`config.mk`:
```
export PLATFORM = sky130hd
export DESIGN_NAME = fetch_stage
export DESIGN_NICKNAME = d
export VERILOG_FILES = /design/src/rtl/rv32i_pkg.sv /design/src/rtl/if_id_reg.sv /design/src/rtl/fetch_stage.sv
export SDC_FILE = /design/constraint.sdc
export NUM_CORES = 1
export LEC_CHECK = 0
export CAP_MARGIN = 10
export CORE_ASPECT_RATIO = 0.8
export CORE_MARGIN = 2
export CORE_UTILIZATION = 53
export DETAILED_ROUTE_END_ITERATION = 12
export PLACE_DENSITY_LB_ADDON = 0.05
export SYNTH_ARGS = -nofsm -noshare
export SYNTH_HDL_FRONTEND = slang
export SYNTH_SLANG_ARGS = --single-unit
```
`constraint.sdc`:
```
create_clock -name clk -period 5.2 [get_ports clk]
set_input_delay 1.3 -clock clk [delete_from_list [all_inputs] [get_ports clk]]
set_output_delay 1.3 -clock clk [all_outputs]
set_load 0.02 [all_outputs]
```
`src/rtl/rv32i_pkg.sv`:
```
// rtl/rv32i_pkg.sv - shared RV32I core types and constants
package rv32i_pkg;

  localparam int XLEN = 32;

  // addi x0, x0, 0: the canonical bubble loaded into decode
  localparam logic [XLEN-1:0] NOP_INSTR = 32'h0000_0013;

  typedef enum logic [1:0] {
    IDLE = 2'd0,
    REQ  = 2'd1,
    WAIT = 2'd2,
    HOLD = 2'd3
  } fetch_state_t;

endpackage

```
`src/rtl/if_id_reg.sv`:
```
// rtl/if_id_reg.sv - IF/ID pipeline register with stall, flush and bubble insertion
module if_id_reg
  import rv32i_pkg::*;
(
  input  logic            clk,
  input  logic            rst_n,
  input  logic            stall,
  input  logic            flush,
  input  logic            load,
  input  logic [XLEN-1:0] load_instr,
  input  logic [XLEN-1:0] load_pc,
  output logic [XLEN-1:0] instr,
  output logic [XLEN-1:0] pc,
  output logic [XLEN-1:0] pc_plus4,
  output logic            valid
);

  // Flush beats stall; otherwise a stall freezes the register and an idle
  // cycle without a delivered instruction turns into a NOP bubble.
  always_ff @(posedge clk or negedge rst_n) begin
    if (!rst_n) begin
      instr    <= NOP_INSTR;
      pc       <= '0;
      pc_plus4 <= '0;
      valid    <= 1'b0;
    end else if (flush || (!stall && !load)) begin
      instr    <= NOP_INSTR;
      pc       <= '0;
      pc_plus4 <= '0;
      valid    <= 1'b0;
    end else if (!stall) begin
      instr    <= load_instr;
      pc       <= load_pc;
      pc_plus4 <= load_pc + 32'd4;
      valid    <= 1'b1;
    end
  end

endmodule

```
`src/rtl/fetch_stage.sv`:
```
// rtl/fetch_stage.sv - RV32I fetch stage (FETCH_PERF_EN adds FetchCount/KillCount)
module fetch_stage
  import rv32i_pkg::*;
#(
  parameter logic [XLEN-1:0] RESET_PC = 32'h0000_0000
) (
  input  logic            clk,
  input  logic            rst_n,
  input  logic            Stall_f,
  input  logic            Stall_d,
  input  logic            Flush_d,
  input  logic            PCSrc_e,
  input  logic [XLEN-1:0] PCTarget_e,
  output logic            IMemReq_f,
  output logic [XLEN-1:0] IMemAddr_f,
  input  logic            IMemGnt_f,
  input  logic            IMemRValid,
  input  logic [XLEN-1:0] IMemRData,
  output logic [XLEN-1:0] Instr_d,
  output logic [XLEN-1:0] PC_d,
  output logic [XLEN-1:0] PCPlus4_d,
  output logic            Valid_d
`ifdef FETCH_PERF_EN
  ,
  output logic [XLEN-1:0] FetchCount,
  output logic [XLEN-1:0] KillCount
`endif
);

  fetch_state_t    state, state_n;
  logic [XLEN-1:0] pc_f;
  logic [XLEN-1:0] inflight_pc;
  logic            kill, kill_n;
  logic            hold_valid;
  logic [XLEN-1:0] hold_instr;
  logic [XLEN-1:0] hold_pc;

  logic            req;
  logic            fire;
  logic            take;
  logic            to_hold;
  logic            from_hold;
  logic            outstanding;
  logic            load;
  logic [XLEN-1:0] load_instr;
  logic [XLEN-1:0] load_pc;

  // Next-state and request logic; a redirect overrides every other decision.
  always_comb begin
    state_n     = state;
    kill_n      = kill;
    req         = 1'b0;
    take        = 1'b0;
    to_hold     = 1'b0;
    from_hold   = 1'b0;
    outstanding = 1'b0;
    case (state)
      IDLE: state_n = REQ;
      REQ: begin
        req = !Stall_f;
        if (req && IMemGnt_f) state_n = WAIT;
      end
      WAIT: begin
        if (IMemRValid) begin
          if (kill) begin
            kill_n  = 1'b0;
            state_n = REQ;
          end else if (!Stall_d) begin
            take    = 1'b1;
            req     = !Stall_f;
            state_n = (req && IMemGnt_f) ? WAIT : REQ;
          end else begin
            to_hold = 1'b1;
            state_n = HOLD;
          end
        end
      end
      HOLD: begin
        if (!Stall_d) begin
          from_hold = 1'b1;
          state_n   = REQ;
        end
      end
      default: state_n = IDLE;
    endcase
    if (PCSrc_e) begin
      // A grant without a response is still in flight and must be killed.
      outstanding = (state == WAIT) && !IMemRValid;
      req         = 1'b0;
      take        = 1'b0;
      to_hold     = 1'b0;
      from_hold   = 1'b0;
      kill_n      = outstanding;
      state_n     = outstanding ? WAIT : REQ;
    end
  end

  assign IMemReq_f  = req;
  assign IMemAddr_f = pc_f;
  assign fire       = req && IMemGnt_f;

  assign load       = take || (from_hold && hold_valid);
  assign load_instr = from_hold ? hold_instr : IMemRData;
  assign load_pc    = from_hold ? hold_pc : inflight_pc;

  // FSM state, fetch PC, in-flight PC and kill flag.
  always_ff @(posedge clk or negedge rst_n) begin
    if (!rst_n) begin
      state       <= IDLE;
      pc_f        <= RESET_PC;
      inflight_pc <= '0;
      kill        <= 1'b0;
    end else begin
      state <= state_n;
      kill  <= kill_n;
      if (fire) inflight_pc <= pc_f;
      if (PCSrc_e) pc_f <= PCTarget_e;
      else if (fire) pc_f <= pc_f + 32'd4;
    end
  end

  // Hold buffer parks a response that arrived while decode was stalled.
  always_ff @(posedge clk or negedge rst_n) begin
    if (!rst_n) begin
      hold_valid <= 1'b0;
      hold_instr <= '0;
      hold_pc    <= '0;
    end else if (PCSrc_e || from_hold) begin
      hold_valid <= 1'b0;
    end else if (to_hold) begin
      hold_valid <= 1'b1;
      hold_instr <= IMemRData;
      hold_pc    <= inflight_pc;
    end
  end

  if_id_reg u_if_id_reg (
    .clk        (clk),
    .rst_n      (rst_n),
    .stall      (Stall_d),
    .flush      (Flush_d),
    .load       (load),
    .load_instr (load_instr),
    .load_pc    (load_pc),
    .instr      (Instr_d),
    .pc         (PC_d),
    .pc_plus4   (PCPlus4_d),
    .valid      (Valid_d)
  );

`ifdef FETCH_PERF_EN
  logic drop;
  assign drop = (state == WAIT) && IMemRValid && (kill || PCSrc_e);

  // Wrapping counters of delivered instructions and discarded responses.
  always_ff @(posedge clk or negedge rst_n) begin
    if (!rst_n) begin
      FetchCount <= '0;
      KillCount  <= '0;
    end else begin
      if (load && !Flush_d) FetchCount <= FetchCount + 32'd1;
      if (drop) KillCount <= KillCount + 32'd1;
    end
  end
`endif

endmodule

```
==> flow_summary_export.csv, run 1 <==
group,metric,value,unit
status,status,"complete, no violations",
global_routing,grt_usage,0.262,
critical_path,worstPathRequired,3900,ps
timing,fin_crit_sh,0.897,
route,routed_wl,27900,µm
pwr,powerDensity,389,nW/µm²
timing,min_period,4670,ps
global_routing,grt_pass1_wl,45500,µm
critical_path,r2r_cells,10,
cells_and_area,postLayoutCellArea,13700,µm²
critical_path,r2r-start,"state[0]",
clock_tree,clk_latency,510,ps
floorplanning,die_h,131,µm
cells_and_area,layout_commonest_cell,"nand2_1",
global_routing,grt_max_degree,114,
cells_and_area,antenna_cells,0,
job,cap_violations,0,
cells_and_area,mostFrequentLayoutCells,"nand2_1 (234), dfrtp_1 (224), clkdlybuf4s50_1 (199), o21ai_0 (106), mux2_2 (68)",
timing,rsz0062_at_grt,"no",
cells_and_area,final-seq-area,5680,µm²
clock_tree,numCtsBuffers,23,
placement,dp_hpwl,19200,µm
global_routing,antenna_found_initial,0,
synth,synth_ff_type,"dfrtp_1",
floorplanning,row_count,46,
worst_hold_path,min_delay_worst_endpoint,"u_if_id_reg.pc[16]",
clock_tree,clock-sinks,227,
critical_path,path_cells,"clkdlybuf4s50_1 > nor4bb_1 > o21ai_0 > nor2_1 > clkdlybuf4s50_1",
critical_path,cp_slowest_cell,"clkdlybuf4s50_1",
synth,ys_top_cells_by_area,"dfrtp_1 (52%), nand2_1 (8.2%), mux2_2 (7.1%)",
synth,synthesis.nets,1137,
timing,drv_slew,0,
synth,ys_types,61,
critical_path,crit_fanout,12,
pwr,leakage,6.12,nW
route,drc,0,
critical_path,cp_top_family,"buffers and inverters",
critical_path,critPathKind,"primary input to output pin",
floorplanning,dieArea,21400,µm²
synth,netlist.area_leader.share,0.521,
timing,tightest_slew,912,ps
critical_path,worst-path-stages,5,
global_routing,gr-total-overflow,0,
timing,finalSetupTns,0,ps
synth,ys_warn_count,0,
worst_hold_path,hp-start,"u_if_id_reg.pc[16]",
timing,hold_viol,0,
cells_and_area,syn_to_final_growth,27.9,%
critical_path,cp-start-kind,"primary input",
floorplanning,core-area,19900,µm²
pwr,totalPowerFinal,5.34,mW
timing,clock_skew,9.95,ps
clock_tree,clk_pin_slew,60,ps
pwr,ir_drop,0.255,mV
critical_path,cp-end-kind,"output pin",
synth,synthArstFlopShare,1.00,
route,vias_per_cell,5.83,
global_routing,grt_pass1_vias,8504,
clock_tree,post_cts_buffers,0,
clock_tree,clockRootBuffer,"clkbuf_16",
critical_path,crit_path_frequent_cell,"clkdlybuf4s50_1",
clock_tree,htreeDepth,1,
route,ant_nets,0,
clock_tree,clockBufferDepth,3,
clock_tree,cts.repair.resized,0,
synth,synth_area_per_cell,10.1,µm²
timing,setup_violations,0,
cells_and_area,drive_gt1_frac,0.113,
critical_path,r2r_slack,1610,ps
critical_path,r2r_end,"u_if_id_reg.pc_plus4[28]",
floorplanning,die_x,163,µm
synth,yosys.area.top_type,"dfrtp_1",
placement,dpl_cell_area,13000,µm²
timing,timing.max_slew.rel_slack,0.391,
synth,synthesis.instances,1060,
synth,ys_seq_elements,227,
clock_tree,ctsHoldBuffers,0,
placement,portBuffers,201,
critical_path,max_stage_delay,670,ps
route,vias,8834,
synth,syn_area,10700,µm²
critical_path,path_buf_inv,2,
cells_and_area,fin_nets,1313,
worst_hold_path,hold_depth,2,
route,dr.first_iter.drc_count,658,
route,firstDrtPassIters,5,
timing,timing.fmax,0.214,GHz
synth,synth_edf_count,0,
critical_path,cp.arrival,3370,ps
clock_tree,cts_tree,"done",
worst_hold_path,hold_class,"register to register",
floorplanning,initial_core_util,0.541,
floorplanning,io_pins,202,
cells_and_area,multiInputGateArea,4770,µm²
synth,yosysSeqAreaShare,0.529,
placement,gp_congestion,0.875,
route,drt-wirelength-per-cell,18.4,µm
cells_and_area,num-fill-cells,1539,
[logic make-up (layout without fill, tap and decap cells)]
family,count (synthesis),after routing,share of synthesized area
compound gates,208,208,0.124
xor+xnor,20,20,0.0163
fa+ha+maj,5,5,0.00582
buf+inv,82,273,0.0303
flops,227,227,0.529
mux,131,131,0.130
simple gates,387,387,0.165
[through the flow]
step	util	hold WS [ps]	setup slack, ps	instances
after floorplan	-	462	496	1060
after global placement	0.656	461	440	1475
after detailed placement	0.656	467	342	1475
after CTS	0.692	482	549	1515
after global routing	0.692	494	401	1515
final	0.692	474	535	1515
[where the power goes]
part / internal, mW / leakage, nW / switching [mW]
combinational: 0.578 / 2.73 / 0.628
sequential: 2.14 / 3.03 / 0.404
clock: 0.911 / 0.363 / 0.677
total: 3.63 / 6.12 / 1.71
[worst register-to-register path, cell delays in order (launching register included)]
cell and delay [ps]:
dfrtp_1 410, ha_1 300, or3b_4 430, nand2_1 90, nand2_1 90, ha_1 330
nand4_1 160, nor4_1 440, o22ai_1 390, or4_1 600, a32o_1 250
[registers in the layout, indices dropped and copies added, names as in the netlist]
signal / cells
u_if_id_reg.instr: 32
u_if_id_reg.valid: 1
u_if_id_reg.pc_plus4: 32
inflight_pc: 32
hold_pc: 32
u_if_id_reg.pc: 30
IMemAddr_f: 32
state: 2
hold_valid: 1
kill: 1
hold_instr: 32
[layer usage]
| metal | vias to the layer above | global-route usage | wire length (µm) |
|---|---|---|---|
| met1 | 4386 | 0.394 | 12900 |
| met2 | 273 | 0.401 | 12700 |
| met4 | 0 | 0.0541 | 523 |
| li1 | 4138 | - | - |
| met3 | 37 | 0.0445 | 1770 |
| met5 | - | 0 | 0 |
[worst max-delay path by stage]
| stage | slack (ps) | from | endpoint |
|---|---|---|---|
| finish | 530 | Stall_d | IMemReq_f |
| global route | 400 | Stall_d | IMemReq_f |
| CTS | 550 | Stall_d | IMemReq_f |
| detailed placement | 340 | Stall_d | u_if_id_reg.pc_plus4[28] |
| global placement | 440 | Stall_d | u_if_id_reg.pc_plus4[28] |
| floorplan | 500 | Stall_d | u_if_id_reg.pc_plus4[28] |
[Yosys cell counts (11+ instances only)]
cell,instances
mux2_2,68
mux2i_1,63
nand3_1,31
inv_1,13
a32o_1,12
a21oi_1,11
a31oi_1,12
dfrtp_1,224
o21ai_0,106
nand4_1,16
nor2_1,28
nand2_1,234
clkbuf_1,57
o311ai_0,13
[layout make-up]
| class | instances | share of cell area |
|---|---|---|
| clock buffer | 34 | 0.0500 |
| clock inverter | 6 | 0.00246 |
| multi-input combinational | 751 | 0.347 |
| inverter | 13 | 0.00355 |
| sequential | 227 | 0.414 |
| timing repair buffer | 220 | 0.160 |
| tap | 264 | 0.0240 |
Note: power is estimated with default switching activity, not from simulation.
==> run 2, diff against run 1 <==
--- a/config.mk
+++ b/config.mk
@@ -6,9 +6,10 @@
 export NUM_CORES = 1
 export LEC_CHECK = 0
 export CAP_MARGIN = 10
+export CELL_PAD_IN_SITES_DETAIL_PLACEMENT = 0
+export CELL_PAD_IN_SITES_GLOBAL_PLACEMENT = 1
 export CORE_ASPECT_RATIO = 0.8
-export CORE_MARGIN = 2
-export CORE_UTILIZATION = 53
+export CORE_UTILIZATION = 41
 export DETAILED_ROUTE_END_ITERATION = 12
 export PLACE_DENSITY_LB_ADDON = 0.05
 export SYNTH_ARGS = -nofsm -noshare
==> flow_summary_export.csv, run 2 (synthesis results as in run 1) <==
group,metric,value,unit
timing,hold_viol,0,
route,ant_nets,0,
timing,timing.fmax,0.213,GHz
floorplanning,initial_core_util,0.421,
timing,drv_slew,0,
route,vias_per_cell,5.44,
timing,rsz0062_at_grt,"no",
critical_path,cp-end-kind,"output pin",
pwr,internal-power,3.70,mW
global_routing,grt_pass1_vias,8690,
pwr,ir_drop,0.210,mV
global_routing,antenna_found_initial,0,
timing,finalWorstSetupSlack,516,ps
pwr,seq_power_share,0.468,
critical_path,path_buf_inv,2,
timing,finalSetupTns,0,ps
critical_path,cp-start-kind,"primary input",
critical_path,crit_fanout,7,
clock_tree,post_cts_buffers,0,
timing,min_period,4680,ps
clock_tree,clockRootBuffer,"clkbuf_16",
floorplanning,die_h,147,µm
timing,setup_violations,0,
pwr,leakage,6.14,nW
floorplanning,row_count,52,
floorplanning,dieArea,26900,µm²
clock_tree,clk_pin_slew,50,ps
clock_tree,htreeDepth,1,
pwr,swShare,0.323,
status,status,"complete, no violations",
job,cap_violations,0,
clock_tree,cts.repair.resized,0,
clock_tree,clock-sinks,227,
clock_tree,ctsHoldBuffers,0,
pwr,totalPowerFinal,5.47,mW
global_routing,grt_pass1_wl,48300,µm
timing,fin_crit_sh,0.901,
critical_path,cp.arrival,3380,ps
floorplanning,io_pins,202,
timing,timing.max_slew.rel_slack,0.365,
placement,portBuffers,201,
route,dr.first_iter.drc_count,624,
route,routed_wl,29600,µm
global_routing,grt_usage,0.224,
placement,dp_hpwl,20400,µm
timing,clock_skew,8.75,ps
pwr,switchingPower,1.77,mW
critical_path,cp_slowest_cell,"clkdlybuf4s50_1",
clock_tree,clk_latency,520,ps
global_routing,grt_max_degree,105,
route,drt-wirelength-per-cell,18.5,µm
cells_and_area,final-seq-area,5680,µm²
route,vias,8729,
clock_tree,cts_tree,"done",
worst_hold_path,hold_class,"register to register",
timing,holdWs,471,ps
cells_and_area,multiInputGateArea,4770,µm²
cells_and_area,drive_gt1_frac,0.114,
critical_path,worstPathRequired,3900,ps
global_routing,gr-total-overflow,0,
route,drc,0,
critical_path,max_stage_delay,640,ps
pwr,powerDensity,394,nW/µm²
route,firstDrtPassIters,5,
critical_path,cp_top_family,"buffers and inverters",
cells_and_area,antenna_cells,0,
critical_path,path_cells,"clkdlybuf4s50_1 > nor4bb_1 > o21ai_0 > nor2_1 > clkdlybuf4s50_1",
placement,dp_slack,461,ps
pwr,pwr-share-comb,0.223,
cells_and_area,layout_commonest_cell,"nand2_1",
cells_and_area,syn_to_final_growth,29.3,%
critical_path,critPathKind,"primary input to output pin",
clock_tree,clockBufferDepth,3,
clock_tree,numCtsBuffers,25,
critical_path,crit_path_frequent_cell,"clkdlybuf4s50_1",
cells_and_area,mostFrequentLayoutCells,"nand2_1 (234), dfrtp_1 (224), clkdlybuf4s50_1 (199), o21ai_0 (106), mux2_2 (68)",
floorplanning,core-area,25500,µm²
cells_and_area,fin_nets,1315,
floorplanning,die_x,183,µm
placement,gp_congestion,0.862,
pwr,clkPwrFrac,0.309,
timing,tightest_slew,949,ps
cells_and_area,num-fill-cells,2347,
-- run 2: cell type report --
cell class	instances	share of cell area
clock inverters	6	0.00261
inverters	13	0.00351
clock buffers	38	0.0536
repair buffers	220	0.157
multi-input cells	751	0.343
flip-flops and latches	227	0.409
well taps	351	0.0316
-- run 2: worst reg2reg max path, cell delays in order, from the launching register on --
cell,delay (ps)
dfrtp_1,380
ha_1,360
nor3b_2,350
mux2i_1,140
inv_1,90
ha_1,350
nand4_1,160
nor4_1,390
o22ai_1,350
buf_4,240
or3_1,360
a32o_1,240
-- run 2: per-layer routing --
metal,share of wire,wire length [µm],global-route usage,vias to the layer above
li1,-,-,-,4137
met1,0.50,14700,0.343,4338
met2,0.44,12900,0.338,223
met3,0.051,1520,0.0327,31
met4,0.014,421,0.0425,0
met5,0,0,0,-
-- run 2: final timing paths --
kind	startpoint	to	slack (ps)	depth (start not counted)
setup / recovery	Stall_d	IMemReq_f	520	5
hold / removal	u_if_id_reg.valid	u_if_id_reg.valid	470	2
setup reg to reg	state[0]	u_if_id_reg.pc_plus4[24]	1670	11
hold reg to reg	u_if_id_reg.valid	u_if_id_reg.valid	470	2
max in group asynchronous	rst_n	hold_instr[27]	3380	2
min in group asynchronous	rst_n	IMemAddr_f[11]	700	1
-- run 2: metrics by stage --
step / utilization / instance area, µm² / instances
after floorplan: - / 10700 / 1060
final: 0.545 / 13900 / 1606
after global placement: 0.514 / 13100 / 1562
after CTS: 0.545 / 13900 / 1606
after detailed placement: 0.514 / 13100 / 1562
after global routing: 0.545 / 13900 / 1606
-- run 2: power by group through the flow --
stage / Sequential (mW) / Combinational (mW) / Clock, mW
after floorplan: 2.47 / 0.801 / 0
after global placement: 2.59 / 1.20 / 0
after detailed placement: 2.59 / 1.22 / 0
after CTS: 2.57 / 1.23 / 1.73
after global routing: 2.63 / 1.36 / 1.80
final: 2.56 / 1.22 / 1.69
==> run 3, diff against run 2 <==
--- a/config.mk
+++ b/config.mk
@@ -6,10 +6,10 @@
 export NUM_CORES = 1
 export LEC_CHECK = 0
 export CAP_MARGIN = 10
-export CELL_PAD_IN_SITES_DETAIL_PLACEMENT = 0
-export CELL_PAD_IN_SITES_GLOBAL_PLACEMENT = 1
+export CELL_PAD_IN_SITES_DETAIL_PLACEMENT = 1
+export CELL_PAD_IN_SITES_GLOBAL_PLACEMENT = 2
 export CORE_ASPECT_RATIO = 0.8
-export CORE_UTILIZATION = 41
+export CORE_UTILIZATION = 33
 export DETAILED_ROUTE_END_ITERATION = 12
 export PLACE_DENSITY_LB_ADDON = 0.05
 export SYNTH_ARGS = -nofsm -noshare
==> flow_summary_export.csv, run 3 (synthesis results as in run 1) <==
group,metric,value,unit
cells_and_area,drive_gt1_frac,0.121,
cells_and_area,fin_nets,1318,
job,cap_violations,0,
timing,fin_crit_sh,0.875,
cells_and_area,mostFrequentLayoutCells,"nand2_1 (234), dfrtp_1 (224), clkdlybuf4s50_1 (199), o21ai_0 (106), mux2_2 (68)",
critical_path,cp-startpoint,"Stall_d",
cells_and_area,layout_commonest_cell,"nand2_1",
worst_hold_path,hold_class,"register to register",
floorplanning,die_x,204,µm
timing,rsz0062_at_grt,"no",
floorplanning,row_count,58,
clock_tree,clk_pin_slew,60,ps
global_routing,grt_pass1_wl,53600,µm
cells_and_area,syn_to_final_growth,31.9,%
timing,timing.max_slew.rel_slack,0.362,
timing,tightest_slew,955,ps
critical_path,critPathKind,"primary input to output pin",
route,ant_nets,0,
global_routing,use_met1,0.291,
pwr,powerDensity,410,nW/µm²
pwr,seq_power_share,0.442,
floorplanning,dieArea,33300,µm²
cells_and_area,antenna_cells,0,
timing,finalSetupTns,0,ps
clock_tree,clockBufferDepth,3,
clock_tree,clock-sinks,227,
status,status,"complete, no violations",
cells_and_area,num-fill-cells,3476,
pwr,pwr-share-comb,0.213,
global_routing,grt_usage,0.205,
timing,drv_slew,0,
critical_path,endpoint,"IMemReq_f",
critical_path,cp-start-kind,"primary input",
placement,dp_hpwl,23000,µm
critical_path,r2r_cells,11,
pwr,internal-power,3.96,mW
clock_tree,clockRootBuffer,"clkbuf_16",
critical_path,cp.arrival,3250,ps
timing,min_period,4550,ps
global_routing,gr-usage-met3,0.0381,
placement,portBuffers,201,
critical_path,r2r_slack,1450,ps
pwr,swShare,0.318,
timing,timing.fmax,0.220,GHz
placement,gp_congestion,0.818,
floorplanning,core-area,31700,µm²
pwr,ir_drop,0.222,mV
route,vias,8831,
timing,clock_skew,18.8,ps
route,firstDrtPassIters,4,
clock_tree,ctsHoldBuffers,0,
clock_tree,cts.repair.resized,0,
critical_path,crit_fanout,11,
global_routing,grt_pass1_vias,9364,
critical_path,r2r_end,"u_if_id_reg.pc_plus4[24]",
floorplanning,io_pins,202,
global_routing,met2_usage,0.323,
global_routing,antenna_found_initial,0,
clock_tree,numCtsBuffers,27,
pwr,clkPwrFrac,0.345,
global_routing,grt_busiest_layer,"met2",
timing,setup_violations,0,
route,routed_wl,33600,µm
floorplanning,die_h,163,µm
route,drc,0,
critical_path,worstPathRequired,3900,ps
route,dr.first_iter.drc_count,394,
global_routing,grt_max_degree,115,
clock_tree,post_cts_buffers,0,
critical_path,cp-end-kind,"output pin",
global_routing,gr-total-overflow,0,
timing,hold_viol,0,
route,drt-wirelength-per-cell,20.0,µm
clock_tree,htreeDepth,1,
clock_tree,clk_latency,550,ps
route,vias_per_cell,5.25,
pwr,switchingPower,1.85,mW
clock_tree,cts_tree,"done",
pwr,leakage,6.23,nW
critical_path,r2r-start,"state[1]",
timing,holdWs,473,ps
floorplanning,initial_core_util,0.339,
[run 3: metrics by stage]
stage               cell area (µm²)   util  std cells  worst slack (ps)  power (mW)
floorplan                     10700      -       1060               496        3.27
global placement              13200  0.418       1632               570        3.83
detailed placement            13200  0.418       1632               433        3.86
CTS                           14200  0.447       1681               627        5.90
global route                  14200  0.447       1681               438        6.14
finish                        14200  0.447       1681               650        5.81
[run 3: power by group through the flow]
stage	Sequential, mW	Combinational, mW	Clock (mW)
2_1_floorplan	2.47	0.801	0
3_3_place_gp	2.59	1.23	0
6_report	2.57	1.24	2.01
3_5_place_dp	2.60	1.25	0
5_1_grt	2.64	1.38	2.12
4_1_cts	2.58	1.26	2.06
[run 3: area by class of cell]
class,count,area [µm²],area share
sequential,227,5680,0.401
multi-input combinational,751,4770,0.337
timing repair buffer,221,2210,0.156
clock buffer,37,773,0.0545
tap,420,526,0.0371
clock inverter,12,164,0.0116
inverter,13,48.8,0.00344
[run 3: how the worst min path moves through the flow]
stage | end | startpoint | cells after the start | slack [ps]
2_1_floorplan | inflight_pc[29] | inflight_pc[29] | 2 | 460
3_3_place_gp | u_if_id_reg.valid | u_if_id_reg.valid | 2 | 460
3_5_place_dp | u_if_id_reg.pc[8] | u_if_id_reg.pc[8] | 2 | 470
4_1_cts | u_if_id_reg.pc[14] | u_if_id_reg.pc[14] | 2 | 480
5_1_grt | u_if_id_reg.pc[18] | u_if_id_reg.pc[18] | 2 | 500
6_report | u_if_id_reg.pc[14] | u_if_id_reg.pc[14] | 2 | 470
[run 3: critical path, stage by stage]
cell and delay (ps):
clkdlybuf4s50_1 440, buf_4 190, nor4bb_1 460, o21ai_0 150, nor2_1 100, clkdlybuf4s50_1 610
[run 3: metal layers]
layer  wire length [µm]  part of all wire
met1              16100              0.48
met2              15400              0.46
met3               1540             0.046
met4                546             0.016
met5                  0                 0
